File: config.mk
export PLATFORM = sky130hd
export DESIGN_NAME = priority_decoder_4to9
export DESIGN_NICKNAME = d
export VERILOG_FILES = /design/src/rtl/priority_decoder_4to9.sv
export SDC_FILE = /design/constraint.sdc
export NUM_CORES = 1
export LEC_CHECK = 0
export BUFFER_PORTS_ARGS = -buffer_cell sky130_fd_sc_hd__buf_2
export CAP_MARGIN = 15
export CORE_ASPECT_RATIO = 0.9
export CORE_UTILIZATION = 56
export CTS_BUF_LIST = sky130_fd_sc_hd__clkbuf_2
export DETAILED_ROUTE_END_ITERATION = 16
export GPL_TIMING_DRIVEN = 0
export PLACE_DENSITY = 0.81
export SYNTH_ARGS = -nofsm -noshare
export SYNTH_HDL_FRONTEND = slang
export SYNTH_SLANG_ARGS = --single-unit
File: constraint.sdc
create_clock -name clk -period 2.3 [get_ports clk]
set_input_delay 0.46 -clock clk [delete_from_list [all_inputs] [get_ports clk]]
set_output_delay 0.46 -clock clk [all_outputs]
set_load 0.01 [all_outputs]
File: src/rtl/priority_decoder_4to9.sv
// Registered 4-to-9 decoder with valid/ready handshake and a timed one-hot hold.
// Optional feature macro: CODE_ERR_EN (flag codes 10..15 with a one-cycle code_err pulse).
module priority_decoder_4to9 #(
  parameter int unsigned HOLD_CYCLES = 4,
  parameter int unsigned CNT_W       = 8
) (
  input  logic       clk,
  input  logic       rst_n,
  input  logic       code_valid,
  input  logic [3:0] code,
  output logic       code_ready,
  output logic [8:0] out,
  output logic       busy,
  output logic [3:0] last_code,
  output logic       code_err
);

  typedef enum logic {
    S_IDLE = 1'b0,
    S_HOLD = 1'b1
  } state_t;

  localparam logic [CNT_W-1:0] HOLD_LOAD = CNT_W'(HOLD_CYCLES - 1);

  state_t           r_state;
  logic             r_ready;
  logic [8:0]       r_out;
  logic [3:0]       r_last;
  logic [CNT_W-1:0] r_cnt;

  logic [8:0]       w_onehot;
  logic             w_legal;
  logic             w_accept;

  // Codes 1..9 select a single line; 0 and 10..15 leave w_onehot empty.
  always_comb begin
    w_onehot = '0;
    for (int i = 0; i < 9; i++) begin
      if (code == 4'(i + 1)) w_onehot[i] = 1'b1;
    end
    w_legal = |w_onehot;
  end

  assign w_accept = code_valid && r_ready;

  // NOTE: sequential state uses non-blocking (<=) so every register samples
  // pre-edge values; blocking here would create order-dependent races.
  always_ff @(posedge clk or negedge rst_n) begin
    if (!rst_n) begin
      r_state <= S_IDLE;
      r_ready <= 1'b1;
      r_out   <= '0;
      r_last  <= '0;
      r_cnt   <= '0;
    end else begin
      case (r_state)
        S_IDLE: begin
          if (w_accept) begin
            if (w_legal) begin
              r_out   <= w_onehot;
              r_last  <= code;
              r_cnt   <= HOLD_LOAD;
              r_ready <= 1'b0;
              r_state <= S_HOLD;
            end else begin
`ifdef CODE_ERR_EN
              // Illegal codes leave last_code untouched; only code 0 clears it.
              if (code == 4'd0) r_last <= '0;
`else
              r_last <= '0;
`endif
            end
          end
        end
        S_HOLD: begin
          if (r_cnt == '0) begin
            r_out   <= '0;
            r_ready <= 1'b1;
            r_state <= S_IDLE;
          end else begin
            r_cnt <= r_cnt - CNT_W'(1);
          end
        end
        default: begin
          r_out   <= '0;
          r_ready <= 1'b1;
          r_state <= S_IDLE;
        end
      endcase
    end
  end

`ifdef CODE_ERR_EN
  logic r_err;

  always_ff @(posedge clk or negedge rst_n) begin
    if (!rst_n) begin
      r_err <= 1'b0;
    end else begin
      r_err <= w_accept && (code > 4'd9);
    end
  end

  assign code_err = r_err;
`else
  assign code_err = 1'b0;
`endif

  assign code_ready = r_ready;
  assign busy       = (r_state == S_HOLD);
  assign out        = r_out;
  assign last_code  = r_last;

endmodule

==> results of run 1 <==
final timing paths:
check / startpoint / to / slack, ps / cells after the start
min in group clk: code[3] / last_code[1]$_DFFE_PN0P_ / 360 / 2
worst max-delay path: r_cnt[0]$_DFFE_PN0P_ / r_cnt[1]$_DFFE_PN0P_ / 240 / 7
worst min-delay path: rst_n / out[8]$_DFFE_PN0P_ / 50 / 1
worst min register to register: last_code[2]$_DFFE_PN0P_ / last_code[2]$_DFFE_PN0P_ / 510 / 1
max in group asynchronous: rst_n / code_ready$_DFFE_PN1P_ / 1880 / 1
worst max register to register: r_cnt[0]$_DFFE_PN0P_ / r_cnt[1]$_DFFE_PN0P_ / 240 / 7
cell usage in the layout (no fill, tap or decap), types with 4 or more instances in the layout:
cell type / n
nor2_1: 9
clkbuf_2: 4
xor2_1: 5
buf_2: 21
dfrtp_1: 22
nor3_1: 4
mux2_4: 6
inv_1: 6
nand2_1: 5
nor4_1: 4
kinds of logic (layout without fill, tap and decap cells):
logic type / Yosys count / count (layout) / share of synthesized area [%]
muxes: 6 / 6 / 7.73
buffers and inverters: 12 / 35 / 5.05
adders and majority gates: 2 / 2 / 2.15
other: 1 / 1 / 0.322
xor gates and xnor gates: 5 / 5 / 3.76
AOI/OAI and AO/OA: 19 / 19 / 14.1
and+or+nand+nor: 34 / 34 / 17.4
DFF: 23 / 23 / 49.5
worst reg2reg max path, delay by kind of cell, from the launching register on:
kind / cells / cell delay (ps)
and+or+nand+nor: 2 / 670
DFF: 1 / 450
AOI/OAI and AO/OA: 2 / 400
buffers and inverters: 2 / 300
adders and majority gates: 1 / 150
Yosys cell counts, drive strengths merged:
| master | instances | area [um^2] |
|---|---|---|
| or4 | 1 | 11.3 |
| o2111ai | 2 | 17.5 |
| xor2 | 5 | 43.8 |
| inv | 6 | 22.5 |
| a21o | 1 | 7.51 |
| nor4 | 4 | 25.0 |
| ha | 2 | 25.0 |
| dfrtp | 22 | 551 |
| a32o | 3 | 30.0 |
| or3 | 1 | 6.26 |
| nor4bb | 1 | 10.0 |
| clkbuf | 2 | 7.51 |
| dfstp | 1 | 26.3 |
| a211oi | 1 | 7.51 |
| a31o | 1 | 8.76 |
| nand2 | 5 | 18.8 |
| a21oi | 2 | 21.3 |
| nor3 | 5 | 30.0 |
| buf | 4 | 28.8 |
| nand3b | 1 | 11.3 |
| o211ai | 1 | 7.51 |
| o21ai | 2 | 10.0 |
| mux2 | 6 | 90.1 |
| nand2b | 2 | 12.5 |
| o31ai | 3 | 22.5 |
| a2bb2oi | 1 | 8.76 |
| or3b | 1 | 8.76 |
| nand4 | 1 | 6.26 |
| o21a | 2 | 22.5 |
| nor4b | 1 | 8.76 |
| or2 | 1 | 8.76 |
| nor2 | 10 | 45.0 |
| conb | 1 | 3.75 |
where the power goes:
group / internal [mW] / switching (mW)
clock: 0.0460 / 0.113
sequential: 0.571 / 0.126
combinational: 0.316 / 0.337
cell type report:
cell class	instances	area, um^2
Fill cell	151	622
Clock buffer	4	20.0
Sequential cell	23	577
Timing Repair Buffer	19	95.1
Inverter	6	22.5
Tap cell	25	31.3
Multi-Input combinational cell	67	529
Buffer	6	36.3
per-layer routing:
metal / GRT usage (%) / up-vias
met3: 7.07 / 2
li1: - / 406
met5: 0 / -
met1: 27.3 / 409
met4: 8.57 / 0
met2: 30.1 / 22
registers in the layout, summed over array words and instances (netlist names):
name / count
out: 9
r_cnt: 8
last_code: 4
code_ready: 1
busy: 1
through the flow:
stage          cells  total power, mW
2_1_floorplan    102             1.16
3_3_place_gp     146             1.32
3_5_place_dp     146             1.36
4_1_cts          150             1.53
5_1_grt          150             1.62
6_report         150             1.51
==> out/qor.yml, run 1 <==
status:
  status: "finished clean"
logic_synthesis:
  synthesis.area_um2: 1160
  yosysSeqAreaShare_pct: 49.5
  ys_warn_count: 0
  syn_nets: 111
  syn_area_per_cell_um2: 11.4
  ys_seq_elements: 23
  netlist_instances: 102
  synth.distinct_cells: 39
timing:
  tns_ps: 0
  hold_viol_final: 0
  slew_violations: 0
  finalWorstSetupSlack_ps: 241
  hold_slack_ps: 54.6
  finalSetupViolations: 0
  skew_ps: 3.82
  fmax_mhz: 486
  period_share_pct: 89.5
  period_minus_slack_ps: 2060
  rsz0062_at_grt: "false"
  tightest_slew_ps: 727
  slew_headroom_pct: 51.3
routing:
  drtPass1Iterations: 4
  drc_errors: 0
  drt-met1-wl_um: 972
  totalWireLength_um: 2050
  wl_met2_um: 966
  drtIter0Drc: 17
  ant_nets: 0
  wl_per_cell_um: 13.7
  met3_length_um: 93
  top_layer_used: "met4"
  avgViaCountPerCell: 5.59
  vias: 839
final_layout:
  nets: 135
  area_growth_pct: 12.6
  n_antenna_cell: 0
  drive_gt1_share_pct: 33.6
  post-route-util_pct: 67.8
  final_cell_area_um2: 1310
global_route:
  grt-ovfl-total: 0
  grt_pass1_vias: 704
  antenna_found_initial: 0
  grt_start_max_net_pins: 24
  grt_pass1_wl_um: 3280
  track_usage_pct: 20.4
critical_path:
  crit_arrival_ps: 2300
  max_stage_delay_ps: 450
  crit_path_max_fanout: 7
  cp-start-kind: "flip-flop"
  worst-path-buf-inv: 2
  cpLargestDelayFamily: "simple AND/OR/NAND/NOR gates"
  crit_type: "flip-flop to flip-flop"
  crit_path_cell_trace: "inv_1 -> ha_1 -> or3b_2 -> clkbuf_1 -> o21a_4 -> or2_4 -> a2bb2oi_1"
  crit_path_end_kind: "flip-flop"
  slowest_stage: "dfrtp_1"
  cp_data_required_time_ps: 2540
power_and_ir_drop:
  irDropWorstVdd_mv: 0.736
  power-per-cell-area_nw_per_um2: 1150
  p_leak_nw: 0.653
floorplanning:
  start_util_pct: 60.3
  die_area_um2: 2270
  io_pins: 23
  core_region_area_um2: 1930
  chipWidth_um: 50.1
  die_h_um: 45.3
  std_cell_rows: 15
place:
  port_buffers: 19
  pre_cts_slack_ps: 236
  gp_congestion: 0.801
  dp_hpwl_um: 1550
  place_area_um2: 1290
job:
  drv_cap: 0
clocking:
  cts_tree: "done"
  ctsHoldBuffers: 0
  cts_setup_buffers: 0
  cts_buffer_depth: 2
  path_clk_slew_ps: 190
  cts_sinks: 23
  cts-buffers-inserted: 3
  h-tree-depth: 1
  root_buffer: "clkbuf_2"
  cts.repair.resized: 0
  clock_latency_ps: 330
hold_path:
  hp-class: "input port to asynchronous set/reset pin"
(Power assumes the default switching activity.)
==> inputs of run 2 (changes only) <==
==> constraint.sdc (replaced) <==
create_clock -name clk -period 2.05 [get_ports clk]
set_input_delay 0.41 -clock clk [delete_from_list [all_inputs] [get_ports clk]]
set_output_delay 0.41 -clock clk [all_outputs]
set_load 0.01 [all_outputs]
==> out/qor.yml, run 2 (same netlist as run 1, synthesis figures left out) <==
floorplanning:
  die_area_um2: 2270  # unchanged
  core_region_area_um2: 1930  # unchanged
  chipWidth_um: 50.1  # unchanged
  io_pins: 23  # unchanged
  std_cell_rows: 15  # unchanged
  start_util_pct: 60.3  # unchanged
  die_h_um: 45.3  # unchanged
timing:
  finalSetupViolations: 0  # unchanged
  rsz0062_at_grt: "false"  # unchanged
  skew_ps: 6.35  # was 3.82 ps
  slew_violations: 0  # unchanged
  period_share_pct: 95.3  # was 89.5%
  hold_viol_final: 0  # unchanged
  fmax_mhz: 512  # was 486 MHz
  tns_ps: 0  # unchanged
  period_minus_slack_ps: 1950  # was 2060 ps
  finalWorstSetupSlack_ps: 95.4  # was 241 ps
critical_path:
  crit_end: "r_cnt[1]$_DFFE_PN0P_"  # unchanged
  cp_data_required_time_ps: 2280  # was 2540 ps
  reg2reg_slack_ps: 100  # was 240 ps
  crit_path_cell_trace: "inv_1 -> ha_1 -> or3b_2 -> o21a_4 -> or2_4 -> a2bb2oi_1"  # was inv_1 -> ha_1 -> or3b_2 -> clkbuf_1 -> o21a_4 -> or2_4 -> a2bb2oi_1
  cpLargestDelayFamily: "simple AND/OR/NAND/NOR gates"  # unchanged
  crit_arrival_ps: 2190  # was 2300 ps
  worst-path-buf-inv: 1  # was 2
  reg2reg_depth: 6  # was 7
  r2r_end: "r_cnt[1]$_DFFE_PN0P_"  # unchanged
  cp-start-kind: "flip-flop"  # unchanged
  crit_path_end_kind: "flip-flop"  # unchanged
  rr_startpoint: "r_cnt[0]$_DFFE_PN0P_"  # unchanged
  crit_path_max_fanout: 7  # unchanged
  slowest_stage: "or3b_2"  # was dfrtp_1
  path_depth: 6  # was 7
  cp-startpoint: "r_cnt[0]$_DFFE_PN0P_"  # unchanged
  crit_type: "flip-flop to flip-flop"  # unchanged
  max_stage_delay_ps: 550  # was 450 ps
job:
  drv_cap: 0  # unchanged
clocking:
  cts_tree: "done"  # unchanged
  clock_latency_ps: 320  # was 330 ps
  path_clk_slew_ps: 200  # was 190 ps
  root_buffer: "clkbuf_2"  # unchanged
  cts_buffer_depth: 2  # unchanged
  cts_sinks: 23  # unchanged
  ctsHoldBuffers: 0  # unchanged
  h-tree-depth: 1  # unchanged
  cts-buffers-inserted: 3  # unchanged
final_layout:
  final_cell_mix: "dfrtp_1 (22), buf_2 (21), nor2_1 (9), inv_1 (6), mux2_4 (6)"  # unchanged
  nets: 134  # was 135
  fin_cells: 149  # was 150
  post-route-util_pct: 68.0  # was 67.8%
  drive_gt1_share_pct: 33.9  # was 33.6%
  n_antenna_cell: 0  # unchanged
  final_cell_area_um2: 1310  # about the same
  largest_reg_flops: 9  # unchanged
  final_common_cell: "dfrtp_1"  # unchanged
  area_growth_pct: 12.8  # was 12.6%
status:
  status: "finished clean"  # unchanged
global_route:
  grt_start_max_net_pins: 24  # unchanged
  grt_pass1_vias: 696  # was 704
  grt-ovfl-total: 0  # unchanged
  antenna_found_initial: 0  # unchanged
  grt_pass1_wl_um: 3270  # was 3280 um
  track_usage_pct: 20.3  # was 20.4%
power_and_ir_drop:
  irDropWorstVdd_mv: 0.833  # was 0.736 mV
  power-per-cell-area_nw_per_um2: 1290  # was 1150 nW/um^2
  p_leak_nw: 0.654  # was 0.653 nW
place:
  port_buffers: 19  # unchanged
  place_area_um2: 1290  # unchanged
  placedCellCount: 146  # unchanged
  gp_congestion: 0.801  # unchanged
  dp_hpwl_um: 1550  # unchanged
  pre_cts_slack_ps: 9.11  # was 236 ps
routing:
  drc_errors: 0  # unchanged
  ant_nets: 0  # unchanged
  avgViaCountPerCell: 5.58  # was 5.59
  totalWireLength_um: 2060  # was 2050 um
  drtIter0Drc: 17  # unchanged
  wl_per_cell_um: 13.8  # was 13.7 um
  drtPass1Iterations: 4  # unchanged
  vias: 832  # was 839
hold_path:
  hp-class: "input port to asynchronous set/reset pin"  # unchanged
[run 2: cell types whose count changed in the layout (fill, tap and decap cells not counted), sizes merged]
| cell | before | now |
|---|---|---|
| clkbuf | 6 | 5 |
[run 2: through the flow]
stage	power [mW]	hold WS, ps
2_1_floorplan	1.30	114
3_3_place_gp	1.49	406
3_5_place_dp	1.53	408
4_1_cts	1.71	14.5
5_1_grt	1.82	12.4
6_report	1.69	4.06
[run 2: how the worst min path moves through the flow]
stage | from | end | slack (ps) | depth (start not counted)
4_1_cts | rst_n | out[8]$_DFFE_PN0P_ | 10 | 1
6_report | rst_n | out[8]$_DFFE_PN0P_ | 4 | 1
3_3_place_gp | rst_n | out[1]$_DFFE_PN0P_ | 410 | 1
5_1_grt | rst_n | out[1]$_DFFE_PN0P_ | 10 | 1
2_1_floorplan | rst_n | busy$_DFF_PN0_ | 110 | 0
3_5_place_dp | rst_n | out[8]$_DFFE_PN0P_ | 410 | 1
[run 2: layout make-up]
cell class	instances	area [um^2]
Fill cell	150	619
Sequential cell	23	577
Tap cell	25	31.3
Buffer	5	32.5
Inverter	6	22.5
Timing Repair Buffer	19	95.1
Multi-Input combinational cell	67	536
Clock buffer	4	20.0
[run 2: worst reg2reg max path: stages (launching register included)]
cell and delay, ps:
dfrtp_1 450, inv_1 90, ha_1 150, or3b_2 550, o21a_4 260, or2_4 230
a2bb2oi_1 130
[run 2: report_power, final]
group | switching (mW) | internal (mW)
logic | 0.380 | 0.353
clock network | 0.127 | 0.0516
registers | 0.141 | 0.640
[run 2: per-layer routing]
metal | GRT usage [%] | up-vias | wire length [um]
li1 | - | 404 | -
met1 | 27.3 | 400 | 981
met2 | 29.9 | 26 | 960
met3 | 7.07 | 2 | 97
met4 | 8.57 | 0 | 21
met5 | 0 | - | 0
[run 2: timing repair]
item | in CTS | in global routing
endpoints found under the hold margin | 0 | 0
buffers inserted | 0 | 0
endpoints found under the setup margin | 7 | 7
gates resized for setup | 0 | 1
==> inputs of run 3 (changes only) <==
==> config.mk (replaced) <==
export PLATFORM = sky130hd
export DESIGN_NAME = priority_decoder_4to9
export DESIGN_NICKNAME = d
export VERILOG_FILES = /design/src/rtl/priority_decoder_4to9.sv
export SDC_FILE = /design/constraint.sdc
export NUM_CORES = 1
export LEC_CHECK = 0
export ABC_AREA = 1
export BUFFER_PORTS_ARGS = -buffer_cell sky130_fd_sc_hd__buf_4
export CAP_MARGIN = 15
export CORE_ASPECT_RATIO = 0.9
export CORE_UTILIZATION = 61
export CTS_BUF_LIST = sky130_fd_sc_hd__clkbuf_2
export DETAILED_ROUTE_END_ITERATION = 16
export GPL_TIMING_DRIVEN = 0
export PLACE_DENSITY = 0.87
export SYNTH_ARGS = -nofsm -noshare
export SYNTH_HDL_FRONTEND = slang
export SYNTH_SLANG_ARGS = --single-unit
==> constraint.sdc (replaced) <==
create_clock -name clk -period 2.5 [get_ports clk]
set_input_delay 0.5 -clock clk [delete_from_list [all_inputs] [get_ports clk]]
set_output_delay 0.5 -clock clk [all_outputs]
set_load 0.01 [all_outputs]
==> out/qor.yml, run 3 <==
logic_synthesis:
  synth-compound-area-share_pct: 8.73  # was 14.1%
  yosysMostFrequentCell: "nand2_1"  # was dfrtp_1
  ys_top_cells_by_area: "dfrtp_1 (45%), nand2_1 (11%), nand3_1 (8.1%), nor2_1 (5.2%), inv_1 (2.7%)"  # was dfrtp_1 (47%), mux2_4 (7.7%), xor2_1 (3.8%), nor2_1 (2.9%), a32o_1 (2.6%)
  synthSimpleGateAreaFrac_pct: 32.9  # was 17.4%
  synth-xor-area-share_pct: 2.13  # was 3.76%
  synth_top_area_share_pct: 44.7  # was 47.3%
  ys_async_sr_fraction_pct: 100  # unchanged
  synth_edf_count: 0  # unchanged
  syn_area_per_cell_um2: 7.95  # was 11.4 um^2
  ys_seq_elements: 23  # unchanged
  yosysSeqAreaShare_pct: 46.8  # was 49.5%
  synthAdderAreaFrac_pct: 2.03  # was 2.15%
  synth.distinct_cells: 25  # was 39
  netlist_instances: 155  # was 102
  muxShareOfSynthArea_pct: 0  # was 7.73%
  synth_ff_type: "dfrtp_1"  # unchanged
  synthesis.area_um2: 1230  # was 1160 um^2
  synth_top_family_by_area: "simple AND/OR/NAND/NOR gates"  # unchanged
  synthTopCellsByCount: "nand2_1 (37), dfrtp_1 (22), nand3_1 (20)"  # was dfrtp_1 (22), nor2_1 (9), inv_1 (6), mux2_4 (6)
  ys_warn_count: 0  # unchanged
  yosysTopAreaCell: "dfrtp_1"  # unchanged
  syn_nets: 164  # was 111
clocking:
  cts_setup_buffers: 0  # unchanged
  h-tree-depth: 1  # unchanged
  cts_tree: "done"  # unchanged
  cts_sinks: 23  # unchanged
  ctsHoldBuffers: 0  # unchanged
  cts-buffers-inserted: 3  # unchanged
  path_clk_slew_ps: 200  # about the same
  clock_latency_ps: 330  # was 320 ps
  cts.repair.resized: 0  # unchanged
  root_buffer: "clkbuf_2"  # unchanged
  cts_buffer_depth: 2  # unchanged
global_route:
  grt-ovfl-total: 0  # unchanged
  grt_pass1_vias: 990  # was 696
  track_usage_pct: 25.7  # was 20.3%
  antenna_found_initial: 0  # unchanged
  grt_start_max_net_pins: 24  # unchanged
  grt_pass1_wl_um: 4210  # was 3270 um
power_and_ir_drop:
  power-per-cell-area_nw_per_um2: 1020  # was 1290 nW/um^2
  irDropWorstVdd_mv: 0.614  # was 0.833 mV
  total_power_mw: 1.47  # was 1.69 mW
  p_leak_nw: 0.755  # was 0.654 nW
final_layout:
  final_common_cell: "nand2_1"  # was dfrtp_1
  post-route-util_pct: 75.3  # was 68.0%
  area_growth_pct: 17.0  # was 12.8%
  fillers: 151  # was 150
  n_antenna_cell: 0  # unchanged
  nets: 190  # was 134
  drive_gt1_share_pct: 27.2  # was 33.9%
  largest_reg_flops: 9  # unchanged
  final_cell_mix: "nand2_1 (37), buf_4 (22), dfrtp_1 (22), nand3_1 (20), nor2_1 (17)"  # was dfrtp_1 (22), buf_2 (21), nor2_1 (9), inv_1 (6), mux2_4 (6)
  fin_cells: 205  # was 149
hold_path:
  hp-class: "input port to asynchronous set/reset pin"  # unchanged
critical_path:
  worst-path-buf-inv: 2  # was 1
  crit_path_max_fanout: 10  # was 7
  slowest_stage: "dfrtp_1"  # was or3b_2
  crit_arrival_ps: 1830  # was 2190 ps
  max_stage_delay_ps: 430  # was 550 ps
  cp_data_required_time_ps: 2760  # was 2280 ps
  crit_path_end_kind: "flip-flop"  # unchanged
  crit_path_cell_trace: "inv_1 -> ha_1 -> nand2_1 -> o21ai_4 -> nand2_2 -> buf_6 -> nor2_2 -> nor2_1"  # was inv_1 -> ha_1 -> or3b_2 -> o21a_4 -> or2_4 -> a2bb2oi_1
  cpLargestDelayFamily: "flip-flops"  # was simple AND/OR/NAND/NOR gates
  cp-start-kind: "flip-flop"  # unchanged
  crit_type: "flip-flop to flip-flop"  # unchanged
routing:
  ant_nets: 0  # unchanged
  drtIter0Drc: 43  # was 17
  avgViaCountPerCell: 5.27  # was 5.58
  vias: 1081  # was 832
  drtPass1Iterations: 4  # unchanged
  totalWireLength_um: 2430  # was 2060 um
  drc_errors: 0  # unchanged
  wl_per_cell_um: 11.9  # was 13.8 um
place:
  dp_hpwl_um: 1870  # was 1550 um
  port_buffers: 21  # was 19
  gp_congestion: 0.851  # was 0.801
  placedCellCount: 201  # was 146
timing:
  slew_violations: 0  # unchanged
  skew_ps: 2.87  # was 6.35 ps
  period_share_pct: 62.8  # was 95.3%
  hold_viol_final: 0  # unchanged
  rsz0062_at_grt: "false"  # unchanged
  tns_ps: 0  # unchanged
  finalSetupViolations: 0  # unchanged
  period_minus_slack_ps: 1570  # was 1950 ps
  fmax_mhz: 636  # was 512 MHz
floorplanning:
  core_region_area_um2: 1910  # was 1930 um^2
  die_area_um2: 2200  # was 2270 um^2
  chipWidth_um: 49.4  # was 50.1 um
  die_h_um: 44.6  # was 45.3 um
  io_pins: 23  # unchanged
  std_cell_rows: 15  # unchanged
  start_util_pct: 64.4  # was 60.3%
job:
  drv_cap: 0  # unchanged
status:
  status: "finished clean"  # unchanged
==> run 3: changes by cell type in the layout (fill, tap and decap cells not counted), moves of 4 or more <==
cell and change:
inv_2 +4, mux2_4 -6, nor2_1 +8, nand3_1 +20
buf_2 -17, buf_4 +21, o21ai_1 +6, nand2_2 +5
nand2_1 +32, nor4_1 -4
==> run 3: per-layer routing <==
layer / up-vias / GRT usage [%] / wire, um
li1: 547 / - / -
met1: 494 / 35.9 / 1170
met2: 36 / 40.3 / 1100
met3: 4 / 7.22 / 146
met4: 0 / 6.29 / 17
met5: - / 0 / 0
==> run 3: area by class of cell <==
type | instances | area [um^2] | share of cell area, %
buffer | 6 | 38.8 | 2.69
clock buffer | 4 | 20.0 | 1.39
inverter | 13 | 48.8 | 3.39
multi-input combinational | 113 | 568 | 39.4
sequential | 23 | 577 | 40.0
tap | 25 | 31.3 | 2.17
timing repair buffer | 21 | 158 | 10.9
==> run 3: final timing paths <==
check                                         endpoint  cells after the start  slack [ps]              startpoint
worst min-delay path                out[4]$_DFFE_PN0P_                      1          10                   rst_n
min in group clk                    out[6]$_DFFE_PN0P_                      3         440                 code[1]
worst max-delay path              r_cnt[0]$_DFFE_PN0P_                      8         930    r_cnt[0]$_DFFE_PN0P_
max in group asynchronous       code_ready$_DFFE_PN1P_                      1        2200                   rst_n
worst max register to register    r_cnt[0]$_DFFE_PN0P_                      8         930    r_cnt[0]$_DFFE_PN0P_
worst min register to register  code_ready$_DFFE_PN1P_                      2         500  code_ready$_DFFE_PN1P_
==> run 3: power by group <==
part           internal (mW)  leakage (nW)  total, mW  switching, mW
Combinational          0.307         0.437      0.751          0.444
Clock                 0.0423        0.0166      0.149          0.107
Sequential             0.491         0.302      0.574         0.0832
==> run 3: per-stage QoR <==
step	instance area [um^2]	setup slack [ps]	hold WS (ps)
after floorplan	1230	1120	204
after global placement	1420	997	403
after detailed placement	1420	957	408
after CTS	1440	914	0.310
after global routing	1440	801	9.18
final	1440	929	13.7
==> run 3: cells by family (layout without fill, tap and decap cells) <==
| group | count (synthesis) | count (layout) |
|---|---|---|
| xor gates and xnor gates | 3 | 3 |
| AOI/OAI and AO/OA | 16 | 16 |
| and+or+nand+nor | 91 | 91 |
| other | 1 | 1 |
| buffers and inverters | 19 | 44 |
| adders and majority gates | 2 | 2 |
| DFF | 23 | 23 |
